===== config.mk =====
export PLATFORM = sky130hd
export DESIGN_NAME = debounce_edge_det
export DESIGN_NICKNAME = d
export VERILOG_FILES = /design/src/rtl/debounce_edge_det.sv
export SDC_FILE = /design/constraint.sdc
export NUM_CORES = 1
export LEC_CHECK = 0
export CAP_MARGIN = 15
export CORE_AREA = 10 10 54 56
export CTS_BUF_LIST = sky130_fd_sc_hd__clkbuf_16
export DETAILED_ROUTE_END_ITERATION = 8
export DIE_AREA = 0 0 64 66
export PLACE_DENSITY = 0.67
export SYNTH_ARGS = -nofsm -noshare
export SYNTH_HDL_FRONTEND = slang
export SYNTH_SLANG_ARGS = --single-unit

===== constraint.sdc =====
create_clock -name clk_i -period 1.6 [get_ports clk_i]
set_input_delay 0.48 -clock clk_i [delete_from_list [all_inputs] [get_ports clk_i]]
set_output_delay 0.48 -clock clk_i [all_outputs]
set_load 0.005 [all_outputs]

===== src/rtl/debounce_edge_det.sv =====
// Debouncer for an asynchronous, possibly bouncing level input: a synchronizer chain feeds
// a four-state qualifier that produces a registered level, edge pulses and a rise counter.
module debounce_edge_det #(
    parameter int SYNC_STAGES  = 2,
    parameter int DEBOUNCE_CNT = 4
) (
    input  logic       clk_i,
    input  logic       rst_n_i,
    input  logic       d_i,
    output logic       q_o,
    output logic       qb_o,
    output logic       rise_o,
    output logic       fall_o,
    output logic       busy_o,
    output logic [7:0] rise_cnt_o
);

    localparam int CNT_W = $clog2(DEBOUNCE_CNT + 1);
    localparam logic [CNT_W-1:0] CNT_LAST = CNT_W'(DEBOUNCE_CNT - 1);

    typedef enum logic [1:0] {
        STABLE_LO = 2'd0,
        CHECK_HI  = 2'd1,
        STABLE_HI = 2'd2,
        CHECK_LO  = 2'd3
    } state_t;

    logic [SYNC_STAGES-1:0] sync_chain_p0;
    logic                   sync;
    state_t                 state, state_nxt;
    logic [CNT_W-1:0]       cnt, cnt_nxt;
    logic                   rise_nxt;
    logic                   fall_nxt;
    logic                   level_nxt;
    logic                   busy_nxt;

    // Stage 0: synchronizer; only the final flop is safe to observe
    always_ff @(posedge clk_i) begin
        if (!rst_n_i) begin
            sync_chain_p0 <= '0;
        end else begin
            sync_chain_p0 <= {sync_chain_p0[SYNC_STAGES-2:0], d_i};
        end
    end

    assign sync = sync_chain_p0[SYNC_STAGES-1];

    always_comb begin
        state_nxt = state;
        cnt_nxt   = cnt;
        case (state)
            STABLE_LO: begin
                if (sync) begin
                    state_nxt = CHECK_HI;
                    cnt_nxt   = CNT_W'(1);
                end
            end
            CHECK_HI: begin
                if (!sync) begin
                    state_nxt = STABLE_LO;
                    cnt_nxt   = '0;
                end else if (cnt == CNT_LAST) begin
                    state_nxt = STABLE_HI;
                    cnt_nxt   = '0;
                end else begin
                    cnt_nxt = cnt + CNT_W'(1);
                end
            end
            STABLE_HI: begin
                if (!sync) begin
                    state_nxt = CHECK_LO;
                    cnt_nxt   = CNT_W'(1);
                end
            end
            CHECK_LO: begin
                if (sync) begin
                    state_nxt = STABLE_HI;
                    cnt_nxt   = '0;
                end else if (cnt == CNT_LAST) begin
                    state_nxt = STABLE_LO;
                    cnt_nxt   = '0;
                end else begin
                    cnt_nxt = cnt + CNT_W'(1);
                end
            end
            default: begin
                state_nxt = STABLE_LO;
                cnt_nxt   = '0;
            end
        endcase
    end

    // Outputs are decoded from the next state so they register alongside it
    assign rise_nxt  = (state == CHECK_HI) && (state_nxt == STABLE_HI);
    assign fall_nxt  = (state == CHECK_LO) && (state_nxt == STABLE_LO);
    assign level_nxt = (state_nxt == STABLE_HI) || (state_nxt == CHECK_LO);
    assign busy_nxt  = (state_nxt == CHECK_HI) || (state_nxt == CHECK_LO);

    // Stage 1: qualifier state and registered outputs
    always_ff @(posedge clk_i) begin
        if (!rst_n_i) begin
            state      <= STABLE_LO;
            cnt        <= '0;
            q_o        <= 1'b0;
            qb_o       <= 1'b1;
            rise_o     <= 1'b0;
            fall_o     <= 1'b0;
            busy_o     <= 1'b0;
            rise_cnt_o <= 8'd0;
        end else begin
            state      <= state_nxt;
            cnt        <= cnt_nxt;
            q_o        <= level_nxt;
            qb_o       <= ~level_nxt;
            rise_o     <= rise_nxt;
            fall_o     <= fall_nxt;
            busy_o     <= busy_nxt;
            rise_cnt_o <= rise_cnt_o + 8'(rise_nxt);
        end
    end

endmodule

==> metrics, run 1 <==
CTS buffer count 3; Vias/cell 4.63; core area 0.00190 sq mm; most used routing layer met2; synthesized net count between 70 and 80; final instance area 0.00117 sq mm; Crit Reg-Reg Endpoint rise_cnt_o[7]$_SDFF_PN0_; DRT Pass-1 Iters 4; die area 0.00422 sq mm; Worst Hold Launch sync_chain_p0[0]$_SDFF_PN0_; Final Max Tran Viols 0; total I/O pin count 16; initial core utilization 0.391; HP Class register to register; largest cells by area after synthesis dfxtp_1 (51%), and2_1 (6.7%), ha_1 (5.1%); Max Buffers Root-to-Sink 2; violated checks setup timing; Peak Freq 571 MHz; met2 usage 0.121; status finished with violations; crit-path max FO 4; via count 592; first-pass GRT wire length 2.70 mm; Final #Nets between 100 and 150; overall global routing resource usage 0.0812; Slowest-stage cell, CP dfxtp_2; DR DRC count 0; CTS clock-pin slew for the worst setup and hold paths around 0.050 ns; critical-path cell list ha_4 > nand3b_1 > nor3b_2 > ha_2 > nand3_2 > or3_1 > a21boi_1; Startpoint Class register; Yosys warnings 0; largest net degree at the start of global routing 22; kind of critical path register to register; hold path cells 1; vias in the first global route between 500 and 600; WP buf/inv 0; unrepaired setup endpoints after global routing true; pre-CTS WS -0.0669 ns; Final HPWL DP 1.18 mm; CTS tree yes; most common cell after layout, fill and taps aside dfxtp_1; setup ws final -0.150 ns; M3 GR Usage 0.0322; Final Util 0.615; gpl congestion 0.709; Die X 64 um; initial antenna violation count 0; CTS H-tree depth 1; Post-Syn Area 743 sq um; global routing usage on met1 0.0874; clock root buffer clkbuf_16; DRT iter0 DRCs 21; Final Hold Fails 0; clock latency on the worst-skew pair 0.25 ns; MaxCap Viol Count 0; Post-Synthesis Cells 71; CP max stage delay between 0.3 and 0.4 ns; FF-to-FF Start cnt[0]$_SDFFE_PN0P_; R2R cell count 7; CTS sink count 19; Least-Margin Pin Slew 0.249 ns; Worst Hold Slack 0.432 ns; placed insts between 100 and 150; crit path DAT 1.93 ns; Placed Area 0.00104 sq mm; cell taking the most area after synthesis dfxtp_1; relative slew slack 0.829; Seq/Total Area, Yosys 0.512; top cell type's share of synthesized area 0.512; # diodes 0; Distinct cells, synth 26; post-route insts no fill 128; post-route minimum period 1.75 ns; Leak slightly below 0.6 nW; syn_area_per_cell roughly 10 sq um; endpoint class of the critical path register; post-route ant nets 0; Port Buf Inserts 15; final setup vio count 6; area delta synth->final 57.4%; Yosys reg bits 19; Hold EP sync_chain_p0[1]$_SDFF_PN0_; Data required, critical path 1.78 ns; Final Cycle Share 1.09; share of layout cells above drive strength 1 0.287; power density cells around 880 mW/mm^2; setup TNS -0.498 ns; Final Skew about 0.0026 ns; DR WL/cell ~13 um; Core Rows 16; Post-Route WL 1.65 mm; Post-CTS Hold Buffers 0; VDD IR-drop max around 550 uV; total congestion overflow 0; reg2reg setup slack -0.15 ns; crit-path leading delay family simple AND/OR/NAND/NOR gates; overall power 1.03 mW; die height 66 um; most frequent cells in the layout dfxtp_1 (15), buf_4 (11), and2_1 (8), clkdlybuf4s50_1 (8), dlymetal6s2s_1 (5)
-- report_power, final --
part / internal, mW / switching [mW]
sequential: 0.478 / 0.00362
combinational: 0.0190 / 0.0130
clock: 0.333 / 0.180
-- logic make-up after synthesis --
family / Yosys count / share of synthesized area
AND/OR/NAND/NOR: 34 / 0.276
AO/OA/AOI/OAI: 6 / 0.0539
buffers and inverters: 2 / 0.0101
flip-flops: 19 / 0.512
XOR/XNOR: 4 / 0.0573
multiplexers: 3 / 0.0404
adder cells (fa/ha/maj): 3 / 0.0505
-- cells in the mapped netlist --
library cell  count
a21boi_1          1
a21oi_1           1
and2_1            8
and3_1            1
and3_2            1
and4b_1           1
clkbuf_1          2
dfxtp_1          19
ha_1              3
mux2i_1           3
nand2_1           4
nand2b_1          3
nand3_1           5
nand3b_1          2
nand4_1           1
nor2b_1           3
nor3_1            1
nor3b_1           2
o211a_1           1
o21a_1            1
o21ai_0           2
or2_2             1
or3_1             1
xnor2_1           2
xor2_1            1
xor2_2            1
-- how the worst max path moves through the flow --
| stage | startpoint | end | slack [ns] | depth (start not counted) |
|---|---|---|---|---|
| after floorplan | cnt[0]$_SDFFE_PN0P_ | rise_cnt_o[4]$_SDFF_PN0_ | -0.05 | 8 |
| after global placement | cnt[1]$_SDFFE_PN0P_ | rise_cnt_o[4]$_SDFF_PN0_ | -0.02 | 8 |
| after detailed placement | cnt[0]$_SDFFE_PN0P_ | rise_cnt_o[7]$_SDFF_PN0_ | -0.07 | 7 |
| after CTS | cnt[0]$_SDFFE_PN0P_ | rise_cnt_o[7]$_SDFF_PN0_ | -0.05 | 7 |
| after global routing | cnt[0]$_SDFFE_PN0P_ | rise_cnt_o[7]$_SDFF_PN0_ | -0.20 | 7 |
| final | cnt[0]$_SDFFE_PN0P_ | rise_cnt_o[7]$_SDFF_PN0_ | -0.15 | 7 |
-- worst reg2reg max path, cell delays in order (launching register included) --
cell and delay, ns:
dfxtp_2 0.35, ha_4 0.14, nand3b_1 0.13, nor3b_2 0.26
ha_2 0.28, nand3_2 0.09, or3_1 0.31, a21boi_1 0.13
-- state kept, by name, indices dropped and copies added, names as in the netlist --
name           cells
cnt                3
rise_cnt_o         8
state              2
rise_o             1
q_o                1
fall_o             1
sync_chain_p0      2
qb_o               1
-- cell type report --
class / instances / area, sq um
Clock buffer: 3 / 75.1
Clock inverter: 1 / 3.75
Fill cell: 151 / 732
Multi-Input combinational cell: 50 / 398
Sequential cell: 19 / 385
Tap cell: 27 / 33.8
Timing Repair Buffer: 28 / 274
-- per-layer routing --
metal	up-vias	wire length [um]
met1	272	789
met4	0	58
met2	12	723
met3	5	78
li1	303	-
met5	-	0
-- timing repair --
action,CTS,global route
pin swaps,2,8
gates cloned,0,0
setup endpoints to repair,6,11
buffers inserted,1,3
gates resized for setup,4,7
Note: power is estimated with default switching activity, not from simulation.
==> run 2, diff against run 1 <==
- PLACE_DENSITY: 0.67 -> 0.71
==> run 2 against run 1 <==
  * The flow still finishes with violations (setup timing)
  * Power decreased by 0.90%
  * Clock power decreased by 2%
  * Register-to-register slack improved by 0.04 ns
  * Combinational power about the same
  * Critical path depth increased by 2
  * Sequential share of layout area decreased by 0.21 points
  * Clock skew decreased by 0.00094 ns
  * First-iteration DRC count decreased by 52%
  * Flip-flop and latch count unchanged
  * Global-route usage decreased by 0.42 points
  * Largest power group unchanged
==> metrics, run 2 (synthesis results as in run 1) <==
status finished with violations (unchanged); violated checks setup timing (unchanged); first-pass GRT wire length 2.59 mm (was 2.70 mm); pre-CTS WS -0.0650 ns (was -0.0669 ns); DR DRC count 0 (unchanged); Post-CTS Hold Buffers 0 (unchanged); crit-path leading delay family simple AND/OR/NAND/NOR gates (unchanged); Final Cycle Share 1.07 (was 1.09); post-route ant nets 0 (unchanged); kind of critical path register to register (unchanged); most frequent cells in the layout dfxtp_1 (15), buf_4 (10), and2_1 (8), clkdlybuf4s50_1 (8), dlymetal6s2s_1 (5) (was dfxtp_1 (15), buf_4 (11), and2_1 (8), clkdlybuf4s50_1 (8), dlymetal6s2s_1 (5)); largest registers rise_cnt_o (8), cnt (3) (unchanged); overall global routing resource usage 0.0771 (was 0.0812); DR WL/cell 12.7 um (was 12.9 um); relative slew slack 0.818 (was 0.829); CTS sink count 19 (unchanged); die area 0.00422 sq mm (unchanged); final instance area 0.00118 sq mm (was 0.00117 sq mm); initial antenna violation count 0 (unchanged); crit-path max FO 3 (was 4); most common cell after layout, fill and taps aside dfxtp_1 (unchanged); largest net degree at the start of global routing 22 (unchanged); HP Class register to register (unchanged); crit path DAT 1.86 ns (was 1.93 ns); VDD IR-drop max 573 uV (was 547 uV); Vias/cell 4.76 (was 4.63); CTS clock-pin slew for the worst setup and hold paths 0.05 ns (about the same); setup ws final -0.111 ns (was -0.150 ns); vias in the first global route 576 (was 582); DRT iter0 DRCs 10 (was 21); initial core utilization 0.391 (unchanged); max FFs per register 8 (unchanged); Max Buffers Root-to-Sink 2 (unchanged); Biggest register rise_cnt_o (unchanged); post-route minimum period 1.71 ns (was 1.75 ns); reg2reg setup slack -0.11 ns (was -0.15 ns); Startpoint Class register (unchanged); Placed Area 0.00104 sq mm (unchanged); core area 0.00190 sq mm (unchanged); CTS H-tree depth 1 (unchanged); Core Rows 16 (unchanged); WP buf/inv 2 (was 0); R2R cell count 9 (was 7); share of layout cells above drive strength 1 0.297 (was 0.287); clock latency on the worst-skew pair 0.25 ns (about the same); Port Buf Inserts 15 (unchanged); DRT Pass-1 Iters 4 (unchanged); final setup vio count 3 (was 6); unrepaired setup endpoints after global routing true (unchanged); CTS tree yes (unchanged); via count 609 (was 592); Worst Hold Launch sync_chain_p0[0]$_SDFF_PN0_ (unchanged); total congestion overflow 0 (unchanged); Die X 64 um (unchanged); Post-Route WL 1.62 mm (was 1.65 mm); CTS buffer count 3 (unchanged); Hold EP sync_chain_p0[1]$_SDFF_PN0_ (unchanged); clock root buffer clkbuf_16 (unchanged); Final #Nets 108 (unchanged); MaxCap Viol Count 0 (unchanged); gpl congestion 0.685 (was 0.709); Least-Margin Pin Slew 0.273 ns (was 0.249 ns); critical-path cell list ha_4 > nand3b_1 > nor3b_2 > ha_2 > buf_4 > buf_6 > nand3_2 > xnor2_1 > and2_1 (was ha_4 > nand3b_1 > nor3b_2 > ha_2 > nand3_2 > or3_1 > a21boi_1); Peak Freq 584 MHz (was 571 MHz); # diodes 0 (unchanged); total I/O pin count 16 (unchanged); FF-to-FF Start cnt[0]$_SDFFE_PN0P_ (unchanged); Slowest-stage cell, CP dfxtp_2 (unchanged); area delta synth->final 58.4% (was 57.4%); Final Max Tran Viols 0 (unchanged); Final Skew 0.00165 ns (was 0.00260 ns); Filler cells 172 (was 151); Final HPWL DP 1.14 mm (was 1.18 mm); endpoint class of the critical path register (unchanged); Final Hold Fails 0 (unchanged); CP max stage delay 0.35 ns (about the same); hold path cells 1 (unchanged); Leak 0.594 nW (about the same); Crit Reg-Reg Endpoint rise_cnt_o[3]$_SDFF_PN0_ (was rise_cnt_o[7]$_SDFF_PN0_); die height 66 um (unchanged); Final Util 0.619 (was 0.615); Data required, critical path 1.75 ns (was 1.78 ns); power density cells 863 mW/mm^2 (was 877 mW/mm^2)
run 2: cell counts in the layout (fill, tap and decap cells not counted):
Identical to the previous run, type by type.
run 2: how the worst max path moves through the flow:
stage / start / endpoint / slack (ns) / cells past startpoint
finish: cnt[0]$_SDFFE_PN0P_ / rise_cnt_o[3]$_SDFF_PN0_ / -0.11 / 9
global route: cnt[0]$_SDFFE_PN0P_ / rise_cnt_o[3]$_SDFF_PN0_ / -0.18 / 9
CTS: cnt[1]$_SDFFE_PN0P_ / rise_cnt_o[7]$_SDFF_PN0_ / -0.07 / 7
detailed placement: cnt[1]$_SDFFE_PN0P_ / rise_cnt_o[7]$_SDFF_PN0_ / -0.06 / 7
global placement: cnt[0]$_SDFFE_PN0P_ / rise_cnt_o[7]$_SDFF_PN0_ / -0.01 / 7
floorplan: cnt[0]$_SDFFE_PN0P_ / rise_cnt_o[4]$_SDFF_PN0_ / -0.05 / 8
run 2: cell type report:
cell class	count	area (sq um)	area share
Sequential cell	19	385	0.327
Clock buffer	3	75.1	0.0638
Clock inverter	1	3.75	0.00319
Multi-Input combinational cell	50	402	0.341
Timing Repair Buffer	28	278	0.236
Tap cell	27	33.8	0.0287
run 2: report_power, final:
| part | internal, mW | switching (mW) |
|---|---|---|
| Sequential | 0.478 | 0.00353 |
| Clock | 0.332 | 0.170 |
| Combinational | 0.0193 | 0.0130 |
run 2: metrics by stage:
| stage | TNS, ns | power, mW | std cells | hold WS [ns] |
|---|---|---|---|---|
| floorplan | -0.0608 | 0.506 | 71 | 0.412 |
| global placement | -0.0189 | 0.524 | 120 | 0.418 |
| detailed placement | -0.106 | 0.525 | 120 | 0.424 |
| CTS | -0.103 | 1.03 | 126 | 0.436 |
| global route | -0.628 | 1.05 | 128 | 0.468 |
| finish | -0.224 | 1.02 | 128 | 0.432 |
run 2: metal layers:
layer	global-route usage	up-vias	wire, um
li1	-	301	-
met1	0.0855	291	694
met2	0.119	12	787
met3	0.0169	5	87
met4	0.0738	0	53
met5	0	-	0
run 2: worst register-to-register path, cell delays in order (launching register included):
cell,delay [ns]
dfxtp_2,0.35
ha_4,0.13
nand3b_1,0.10
nor3b_2,0.22
ha_2,0.25
buf_4,0.12
buf_6,0.09
nand3_2,0.08
xnor2_1,0.13
and2_1,0.15
run 2: timing repair:
item / in CTS / in global routing
setup endpoints to repair: 7 / 9
setup buffers: 2 / 2
resized for setup: 4 / 9
pin swaps: 2 / 3
